`config.mk`:
```
export PLATFORM = sky130hd
export DESIGN_NAME = reg_bank_arbiter
export DESIGN_NICKNAME = d
export VERILOG_FILES = /design/src/rtl/reg_bank_arb_pkg.sv /design/src/rtl/register_en_4.sv /design/src/rtl/reg_bank_arbiter.sv
export SDC_FILE = /design/constraint.sdc
export NUM_CORES = 1
export LEC_CHECK = 0
export BUFFER_PORTS_ARGS = -buffer_cell sky130_fd_sc_hd__buf_2
export CELL_PAD_IN_SITES_DETAIL_PLACEMENT = 1
export CELL_PAD_IN_SITES_GLOBAL_PLACEMENT = 2
export CORE_MARGIN = 3
export CORE_UTILIZATION = 38
export CTS_CLUSTER_SIZE = 24
export DETAILED_ROUTE_END_ITERATION = 16
export GPL_TIMING_DRIVEN = 0
export PLACE_DENSITY = 0.81
export SETUP_SLACK_MARGIN = 0.02
export SLEW_MARGIN = 5
export SYNTH_ARGS = -nofsm -noshare
export SYNTH_HDL_FRONTEND = slang
export SYNTH_SLANG_ARGS = --single-unit
```
`constraint.sdc`:
```
create_clock -name i_clk -period 2.4 [get_ports i_clk]
set_input_delay 0.36 -clock i_clk [delete_from_list [all_inputs] [get_ports i_clk]]
set_output_delay 0.36 -clock i_clk [all_outputs]
set_load 0.1 [all_outputs]
```
`src/rtl/reg_bank_arb_pkg.sv`:
```
// Shared types and sizing for the arbitrated register bank.
// The state enum is exported so checkers and benches can decode the debug state.
package reg_bank_arb_pkg;

  localparam int NUM_REGS = 4;
  localparam int DATA_W   = 4;
  localparam int ADDR_W   = 2;
  localparam int CNT_W    = 8;

  typedef enum logic [1:0] {
    ST_INIT  = 2'd0,
    ST_IDLE  = 2'd1,
    ST_GNT_A = 2'd2,
    ST_GNT_B = 2'd3
  } state_t;

endpackage

```
`src/rtl/register_en_4.sv`:
```
// 4-bit register with load enable and no reset.
// Contents are undefined until something writes it.
module register_en_4 (
  input  logic       i_clk,
  input  logic       i_en,
  input  logic [3:0] i_d,
  output logic [3:0] o_q
);

  always_ff @(posedge i_clk) begin
    if (i_en) o_q <= i_d;
  end

endmodule

```
`src/rtl/reg_bank_arbiter.sv`:
```
// Two-requester round-robin write arbiter in front of a four-entry register bank.
// After reset the controller walks the bank to clear it before accepting requests.
module reg_bank_arbiter
  import reg_bank_arb_pkg::*;
(
  input  logic              i_clk,
  input  logic              i_rst,
  input  logic              i_req_a,
  input  logic [ADDR_W-1:0] i_addr_a,
  input  logic [DATA_W-1:0] i_data_a,
  output logic              o_gnt_a,
  input  logic              i_req_b,
  input  logic [ADDR_W-1:0] i_addr_b,
  input  logic [DATA_W-1:0] i_data_b,
  output logic              o_gnt_b,
  input  logic [ADDR_W-1:0] i_raddr,
  output logic [DATA_W-1:0] o_rdata,
  output logic              o_ready,
  output logic [CNT_W-1:0]  o_wr_count,
  output state_t            o_state
);

  // Handshake: a requester raises req with addr/data and holds them; the
  // controller samples them in an IDLE cycle and answers with a one-cycle gnt
  // in the following cycle, during which the write happens. The requester must
  // drop req in the cycle after gnt, otherwise it is taken as a new request.

  state_t              state;
  logic [ADDR_W-1:0]   init_cnt;
  logic                rr_ptr_b;
  logic [ADDR_W-1:0]   lat_addr;
  logic [DATA_W-1:0]   lat_data;
  logic [CNT_W-1:0]    wr_count;
  logic                gnt_a;
  logic                gnt_b;

  logic [NUM_REGS-1:0] bank_en;
  logic [DATA_W-1:0]   bank_d;
  logic [DATA_W-1:0]   bank_q [NUM_REGS];

  always_ff @(posedge i_clk) begin
    if (i_rst) begin
      state    <= ST_INIT;
      init_cnt <= '0;
      rr_ptr_b <= 1'b0;
      wr_count <= '0;
      gnt_a    <= 1'b0;
      gnt_b    <= 1'b0;
    end else begin
      gnt_a <= 1'b0;
      gnt_b <= 1'b0;
      case (state)
        ST_INIT: begin
          init_cnt <= init_cnt + 1'b1;
          if (init_cnt == ADDR_W'(NUM_REGS - 1)) state <= ST_IDLE;
        end
        ST_IDLE: begin
          // A wins when alone or when the pointer favours it under contention.
          if (i_req_a && (!i_req_b || !rr_ptr_b)) begin
            state    <= ST_GNT_A;
            gnt_a    <= 1'b1;
            lat_addr <= i_addr_a;
            lat_data <= i_data_a;
            rr_ptr_b <= 1'b1;
          end else if (i_req_b) begin
            state    <= ST_GNT_B;
            gnt_b    <= 1'b1;
            lat_addr <= i_addr_b;
            lat_data <= i_data_b;
            rr_ptr_b <= 1'b0;
          end
        end
        ST_GNT_A, ST_GNT_B: begin
          wr_count <= wr_count + 1'b1;
          state    <= ST_IDLE;
        end
        default: state <= ST_INIT;
      endcase
    end
  end

  // Enables are masked by reset so an interrupted grant cycle commits nothing.
  always_comb begin
    bank_en = '0;
    bank_d  = lat_data;
    if (!i_rst) begin
      case (state)
        ST_INIT: begin
          bank_en[init_cnt] = 1'b1;
          bank_d            = '0;
        end
        ST_GNT_A, ST_GNT_B: bank_en[lat_addr] = 1'b1;
        default: ;
      endcase
    end
  end

  for (genvar g = 0; g < NUM_REGS; g++) begin : g_bank
    register_en_4 u_reg (
      .i_clk (i_clk),
      .i_en  (bank_en[g]),
      .i_d   (bank_d),
      .o_q   (bank_q[g])
    );
  end

  assign o_rdata    = (state == ST_INIT) ? '0 : bank_q[i_raddr];
  assign o_ready    = (state == ST_IDLE);
  assign o_gnt_a    = gnt_a;
  assign o_gnt_b    = gnt_b;
  assign o_wr_count = wr_count;
  assign o_state    = state;

endmodule

```
# Yosys cells after proc, flatten, opt, wreduce, memory -nomap -nowiden
# Cells that the tools add are included.
[totals]
regBits = 37
inputBits = 18
elab_cells = 66
[op_classes]
add_sub_neg = 2
magnitude_cmp = 5
n_eq_ne = 6
muxes = 24
bitwise = 3
n_reduce_logical = 14
[ops]
columns = ["cell", "n"]
rows = [
  ["2-to-1 mux 4 bit", 8],
  ["2-to-1 mux 2 bit", 5],
  ["adder 8 x 1 -> 8 bit, second input constant", 1],
  ["binary-select mux 4 bit (select 2 bit)", 1],
  ["case mux 4 bit (2 select lines)", 1],
  ["== test 2 bit, second input constant", 3],
  ["< comparator 2 x 3 -> 1 bit, second input constant", 2],
  ["2-to-1 mux 1 bit", 6],
  ["case mux 2 bit (3 select lines)", 1],
  ["demux 1 bit (select 2 bit)", 2],
  [">= comparator 2 x 1 -> 1 bit, second input constant", 2],
  ["AND reduction 2 bit", 2],
  ["OR reduction 2 bit", 2],
  [">= comparator 3 bit, second input constant", 1],
  ["logical AND 1 bit", 3],
  ["inequality test 3 x 2 -> 1 bit, second input constant", 1],
  ["inverter 2 -> 3 bit", 1],
  ["AND reduction 3 bit", 1],
  ["OR reduction 3 bit", 1],
  ["adder 2 x 1 -> 2 bit, second input constant", 1],
  ["== test 2 x 1 -> 1 bit, second input constant", 1],
  ["logical NOT 1 bit", 2],
  ["logical NOT 2 bit", 1],
  ["inequality test 2 bit, second input constant", 1],
  ["3 further kinds", 4],
]

# Longest topological paths before layout
# Gate-level depths: netlist of run 1.
[logic_depth]
depth_word = 6
mapped_depth = 5

# Cells and area by module
# A second synthesis of run 1 with hierarchy kept.
[unflattened]
hier_cells = 120
area_unflattened_um2 = 1580.3
[by_module_without_submodules]
columns = ["module", "n_inst", "cells_each", "area_each_um2"]
rows = [
  ["reg_bank_arbiter", 1, 104, 1099.8],
  ["register_en_4", 4, 4, 120.1],
]

# Least setup slack after synthesis of run 1
# No wires, ideal clock.
[synth_path]
path_type = "flip-flop to output port"
startpoint = "register state[1], in the netlist o_state[1]"
endpoint = "output o_rdata[0]"
arrival_ns = 2.700
path_slack_ns = -0.660
path_stages_with_launch = 4
path_cell_list = "dfxtp_1 buf_4 nor2_2 nor2b_1"
[synth_between]
elab_chain_len = 2
[synth_lines]
columns = ["element", "line_no", "rtl"]
rows = [
  ["start, declared", "reg_bank_arbiter.sv:28", "state_t state;"],
  ["start signal, assigned", "reg_bank_arbiter.sv:43", "state <= ST_INIT;"],
  ["start signal, assigned", "reg_bank_arbiter.sv:55", "if (init_cnt == ADDR_W'(NUM_REGS - 1)) state <= ST_IDLE;"],
  ["start signal, assigned", "reg_bank_arbiter.sv:60", "state <= ST_GNT_A;"],
  ["logical NOT 2 bit", "reg_bank_arbiter.sv:107", "assign o_rdata = (state == ST_INIT) ? '0 : bank_q[i_raddr];"],
  ["2-to-1 mux 4 bit", "reg_bank_arbiter.sv:107", ""],
  ["end, declared", "reg_bank_arbiter.sv:17", "output logic [DATA_W-1:0] o_rdata,"],
]
# No other way between the ends.

# Worst setup path after layout of run 1
[layout_path]
startpoint = "register state[1], in the netlist o_state[1]"
endpoint = "output o_rdata[2]"
# Same word-level chain as after synthesis.

==> results of run 1 <==
-- cells in the final DEF (no fill, tap or decap), drive strengths merged --
master  Yosys  layout
a21oi       6       6
a22oi       1       1
a311oi      2       2
a32oi       2       2
and2b       1       1
and3        1       1
buf         2      35
clkbuf      2       8
clkinv      0       2
dfxtp      15      15
edfxtp     22      22
ha          5       5
inv         3       3
mux2        6       6
mux2i       1       1
mux4        4       4
nand2       6       6
nand3       2       2
nand3b      1       1
nand4       3       3
nor2       11      11
nor2b      10      10
nor3        2       2
o21a        2       2
o21ai       4       4
or3         3       3
xnor2       2       2
xor2        3       3
-- area by class of cell --
type / count / area [µm²]
Inverter: 3 / 11.3
Multi-Input combinational cell: 78 / 613
Tap cell: 48 / 60.1
Clock inverter: 2 / 8.76
Fill cell: 421 / 1930
Buffer: 4 / 20.0
Sequential cell: 37 / 962
Clock buffer: 6 / 82.6
Timing Repair Buffer: 33 / 165
-- metal layers --
layer  vias up  global-route usage (%)
met5         -                       0
met4         0                    4.38
met3         5                    4.26
met2        32                    23.5
met1       522                    16.7
li1        531                       -
-- state kept, by name, indices dropped and copies added (netlist names) --
signal,flops
g_bank.u_reg.o_q,16
o_wr_count,8
o_gnt_a,1
o_gnt_b,1
o_state,2
lat_data,4
lat_addr,2
init_cnt,2
rr_ptr_b,1
-- stage by stage --
step | cell area [µm²] | hold WS (ps)
after floorplan | 1610 | 448
after global placement | 1830 | 466
after detailed placement | 1830 | 485
after CTS | 1920 | 335
after global routing | 1920 | 348
final | 1920 | 345
-- kinds of logic after synthesis --
family	after synthesis	synth area share, %
buffers and inverters	7	1.97
adders and majority gates	5	3.93
muxes	11	10.5
and+or+nand+nor	40	13.6
xor gates and xnor gates	5	2.75
AOI/OAI and AO/OA	17	6.77
DFF	37	60.4
-- critical path, stage by stage (launching register included) --
cell     delay (ps)
dfxtp_1         310
buf_4           160
nor2_2          460
nor2b_2          80
buf_2           310
-- worst min path at each step --
stage | end | slack, ps
6_report | o_state[0] | 350
5_1_grt | o_state[1] | 350
4_1_cts | o_state[0] | 340
3_5_place_dp | rr_ptr_b | 490
3_3_place_gp | o_wr_count[7] | 470
2_1_floorplan | rr_ptr_b | 450
-- power breakdown --
| group | internal, mW | leakage (nW) | total, mW | switching (mW) |
|---|---|---|---|---|
| Combinational | 0.155 | 0.393 | 0.551 | 0.396 |
| Sequential | 0.783 | 0.326 | 0.829 | 0.0463 |
| Clock | 0.227 | 0.0486 | 0.429 | 0.202 |
==> impl_metrics.json, run 1 <==
{
  "tns_ps": 0,
  "cp-startpoint": "o_state[1]",
  "crit_fanout": 10,
  "p_total_mw": 1.81,
  "cp-endpoint": "o_rdata[2]",
  "critPathArrivalTime_ps": 1600,
  "yosys-top-cells-count": "edfxtp_1, dfxtp_1, nor2_1, nor2b_1",
  "h-tree-depth": 2,
  "cp-start-kind": "register",
  "vdd_drop_max_uv": 386,
  "dp_hpwl_mm": 2.42,
  "firstDrtPassIters": 3,
  "m1WireLength_mm": 1.42,
  "status": "finished clean",
  "dr.max_layer_used": "met4",
  "die_w_um": 70.7,
  "synth_area_per_cell_um2": 13.0,
  "ys_seq_area_share_pct": 60.4,
  "grt_pass1_vias": 1156,
  "synth_cell_type_count": 31,
  "maxCapViolCount": 0,
  "cts.path.max_buffers": 2,
  "cts_resized": 0,
  "netlist_top_cells_area": "edfxtp_1, dfxtp_1, mux4_2",
  "via_per_inst": 5.17,
  "cts.sink_count": 37,
  "yosys_register_bits": 37,
  "dp_slack_ps": 540,
  "cts_hold_buf": 0,
  "synth_nets": 145,
  "coreArea_mm2": 0.00385,
  "tightest_slew_ps": 558,
  "r2r_cells": 4,
  "whs_path_depth": 2,
  "finalHoldViolCount": 0,
  "netlist.area_leader.share_pct": 41.5,
  "post-cts-setup-buffers": 0,
  "p_per_area_mw_per_mm2": 940,
  "yosysMostFrequentCell": "edfxtp_1",
  "clkSlewWorstSetupHoldPaths_ps": 70,
  "cts_root_buffer": "clkbuf_8",
  "cts_buffers": 5,
  "rrSetupSlack_ps": 570,
  "synthArstFlopShare_pct": 0,
  "routed_wl_mm": 3.18,
  "slew_headroom_pct": 62.8,
  "ant_nets": 0,
  "reg2reg_to": "g_bank[0].u_reg.o_q[0]",
  "portBuffers": 33,
  "hp-start": "i_req_a",
  "grt_use_total_pct": 13.8,
  "antennaDiodeCount": 0,
  "syn_area_mm2": 0.00159,
  "dpl.cell_count": 203,
  "min_period_over_period_pct": 81.6,
  "ys.warnings.count": 0,
  "final_cells": 211,
  "grt_max_degree": 12,
  "final_core_util_pct": 49.9,
  "grt_pass1_wl_mm": 5.40,
  "antenna_found_initial": 0,
  "overflow": 0,
  "vias": 1090,
  "critPathCaptureType": "output port",
  "synth-edff-count": 22,
  "r2r_start": "o_state[1]",
  "insertion_delay_ps": 280,
  "drt-initial-drc-count": 69,
  "rsz0062_at_grt": "no",
  "dieArea_mm2": 0.00500,
  "wl_per_cell_um": 15.1,
  "die_y_um": 70.7,
  "hold_class": "in -> reg",
  "syn_inst": 122,
  "met2_length_mm": 1.53,
  "drc": 0,
  "power.leakage_nw": 0.767,
  "timing.final.crit_period_ps": 1960,
  "setup_ws_ps": 442,
  "syn2layout_area_growth_pct": 20.9,
  "dr_wl_met3_um": 180,
  "nNetsFinal": 185,
  "clock_skew_ps": 5.62,
  "start_util_pct": 41.3,
  "post_route_cells_drive_above_1_share_pct": 36.8,
  "cts_tree": "built",
  "io_pins": 35,
  "slew_viol_final": 0,
  "gp_congestion": 0.741,
  "ys.flop_type": "edfxtp_1",
  "crit_type": "reg -> out",
  "placementRows": 22,
  "finalSetupViolations": 0,
  "fmaxAchievable_mhz": 511,
  "synth_top_area_cell": "edfxtp_1",
  "crit_required_ps": 2040
}
(Power assumes the default switching activity.)
==> inputs of run 2 (changes only) <==
--- a/config.mk
+++ b/config.mk
@@ -9,11 +9,11 @@
 export CELL_PAD_IN_SITES_DETAIL_PLACEMENT = 1
 export CELL_PAD_IN_SITES_GLOBAL_PLACEMENT = 2
 export CORE_MARGIN = 3
-export CORE_UTILIZATION = 38
+export CORE_UTILIZATION = 35
 export CTS_CLUSTER_SIZE = 24
 export DETAILED_ROUTE_END_ITERATION = 16
 export GPL_TIMING_DRIVEN = 0
-export PLACE_DENSITY = 0.81
+export PLACE_DENSITY = 0.75
 export SETUP_SLACK_MARGIN = 0.02
 export SLEW_MARGIN = 5
 export SYNTH_ARGS = -nofsm -noshare
==> constraint.sdc (replaced) <==
create_clock -name i_clk -period 1.9 [get_ports i_clk]
set_input_delay 0.285 -clock i_clk [delete_from_list [all_inputs] [get_ports i_clk]]
set_output_delay 0.285 -clock i_clk [all_outputs]
set_load 0.1 [all_outputs]
==> impl_metrics.json, run 2 (synthesized netlist as in run 1, its figures left out) <==
{
  "status": "finished clean",
  "firstDrtPassIters": 4,
  "seqPwrFrac_pct": 45.5,
  "min_period_over_period_pct": 94.8,
  "slew_headroom_pct": 67.6,
  "overflow": 0,
  "regMostFlops": "g_bank.u_reg.o_q",
  "finalSetupViolations": 0,
  "worst_path_max_delay_cell": "mux4_2",
  "holdWs_ps": 255,
  "grt_max_degree": 11,
  "start_util_pct": 37.8,
  "routed_wl_mm": 3.23,
  "post_route_cells_drive_above_1_share_pct": 38.0,
  "post-cts-setup-buffers": 0,
  "wl_per_cell_um": 15.2,
  "swShare_pct": 36.0,
  "rsz0062_at_grt": "no",
  "critPathArrivalTime_ps": 1520,
  "final_cells": 213,
  "antenna_found_initial": 0,
  "vias": 1076,
  "grt_pass1_vias": 1178,
  "comb_power_share_pct": 32.1,
  "portBuffers": 33,
  "tns_ps": 0,
  "setup_ws_ps": 98.4,
  "placed_area_mm2": 0.00186,
  "io_pins": 35,
  "power.leakage_nw": 0.776,
  "netSwitchingPower_mw": 0.829,
  "final_area_mm2": 0.00196,
  "path_cells": "mux4_2, nor2b_4, buf_4",
  "hold_class": "in -> reg",
  "clkSlewWorstSetupHoldPaths_ps": 70,
  "n_fill_cell": 457,
  "crit_required_ps": 1620,
  "die_w_um": 73.4,
  "cts_root_buffer": "clkbuf_8",
  "rrSetupSlack_ps": 170,
  "clock_skew_ps": 3.13,
  "critPathCaptureType": "output port",
  "final_cell_mix": "buf_2, edfxtp_1, dfxtp_1",
  "maxCapViolCount": 0,
  "drt-initial-drc-count": 63,
  "vdd_drop_max_uv": 561,
  "power.internal_mw": 1.48,
  "ant_nets": 0,
  "die_y_um": 73.4,
  "via_per_inst": 5.05,
  "dpl.cell_count": 205,
  "finalHoldViolCount": 0,
  "dp_hpwl_mm": 2.47,
  "timing.final.crit_period_ps": 1800,
  "grt_pass1_wl_mm": 5.66,
  "largest_reg_flops": 16,
  "drc": 0,
  "placementRows": 23,
  "gp_congestion": 0.734,
  "nNetsFinal": 185,
  "cts_buffers": 5,
  "insertion_delay_ps": 280,
  "antennaDiodeCount": 0,
  "cts_tree": "built",
  "fmaxAchievable_mhz": 555,
  "p_per_area_mw_per_mm2": 1180,
  "h-tree-depth": 2,
  "cts.sink_count": 37,
  "layout_commonest_cell": "buf_2",
  "grt_use_total_pct": 14.3,
  "slew_viol_final": 0,
  "cts.path.max_buffers": 2,
  "dieArea_mm2": 0.00539,
  "cp-start-kind": "register",
  "coreArea_mm2": 0.00420,
  "crit_fanout": 1,
  "crit_type": "reg -> out",
  "syn2layout_area_growth_pct": 23.2,
  "clockPowerShare_pct": 22.4,
  "cts_hold_buf": 0,
  "tightest_slew_ps": 489,
  "slowest_delay_ps": 490,
  "dp_slack_ps": -154
}
-- run 2: cell count changes in the layout (fill, tap and decap cells not counted), sizes merged --
cell and change:
clkinv -2, clkbuf +2
-- run 2: path summary, 6_finish.rpt --
check                            to                   start  depth (start not counted)
max                      o_rdata[2]  g_bank[3].u_reg.o_q[2]                          3
min                      o_state[0]                 i_req_a                          2
max reg2reg  g_bank[0].u_reg.o_q[1]              o_state[1]                          4
min reg2reg           o_wr_count[7]           o_wr_count[7]                          2
-- run 2: layout make-up --
type                       count  area (µm²)  area share (%)
clock buffer                   8        80.1            4.09
multi-input combinational     78         639            32.6
inverter                       3        11.3           0.575
tap                           50        62.6            3.19
timing repair buffer          33         175            8.94
buffer                         4        20.0            1.02
sequential                    37         971            49.6
-- run 2: power by group through the flow --
stage	logic, mW	clock network (mW)	registers (mW)
2_1_floorplan	0.493	0	1.15
4_1_cts	0.745	0.533	1.05
3_5_place_dp	0.735	0	1.07
6_report	0.739	0.516	1.05
3_3_place_gp	0.715	0	1.06
5_1_grt	0.801	0.587	1.06
-- run 2: per-layer routing --
metal / vias to the layer above / wire length, µm / global-route usage (%)
li1: 528 / - / -
met1: 510 / 1330 / 16.7
met2: 31 / 1630 / 23.1
met3: 7 / 188 / 5.88
met4: 0 / 78 / 6.04
met5: - / 0 / 0
-- run 2: timing repair --
| action | 4_1_cts | 5_1_grt |
|---|---|---|
| setup endpoints to repair | 20 | 6 |
| pin swaps | 0 | 1 |
| resized for setup | 2 | 6 |
-- run 2: through the flow --
stage               power (mW)  utilization (%)
floorplan                 1.64                -
global placement          1.77             44.4
detailed placement        1.80             44.4
CTS                       2.33             46.5
global route              2.45             46.6
finish                    2.30             46.6
-- run 2: worst max-delay path: cells and delay by family, from the launching register on --
family | cells | cell delay [ps]
buffers and inverters | 1 | 240
DFF | 1 | 370
muxes | 1 | 490
and+or+nand+nor | 1 | 140
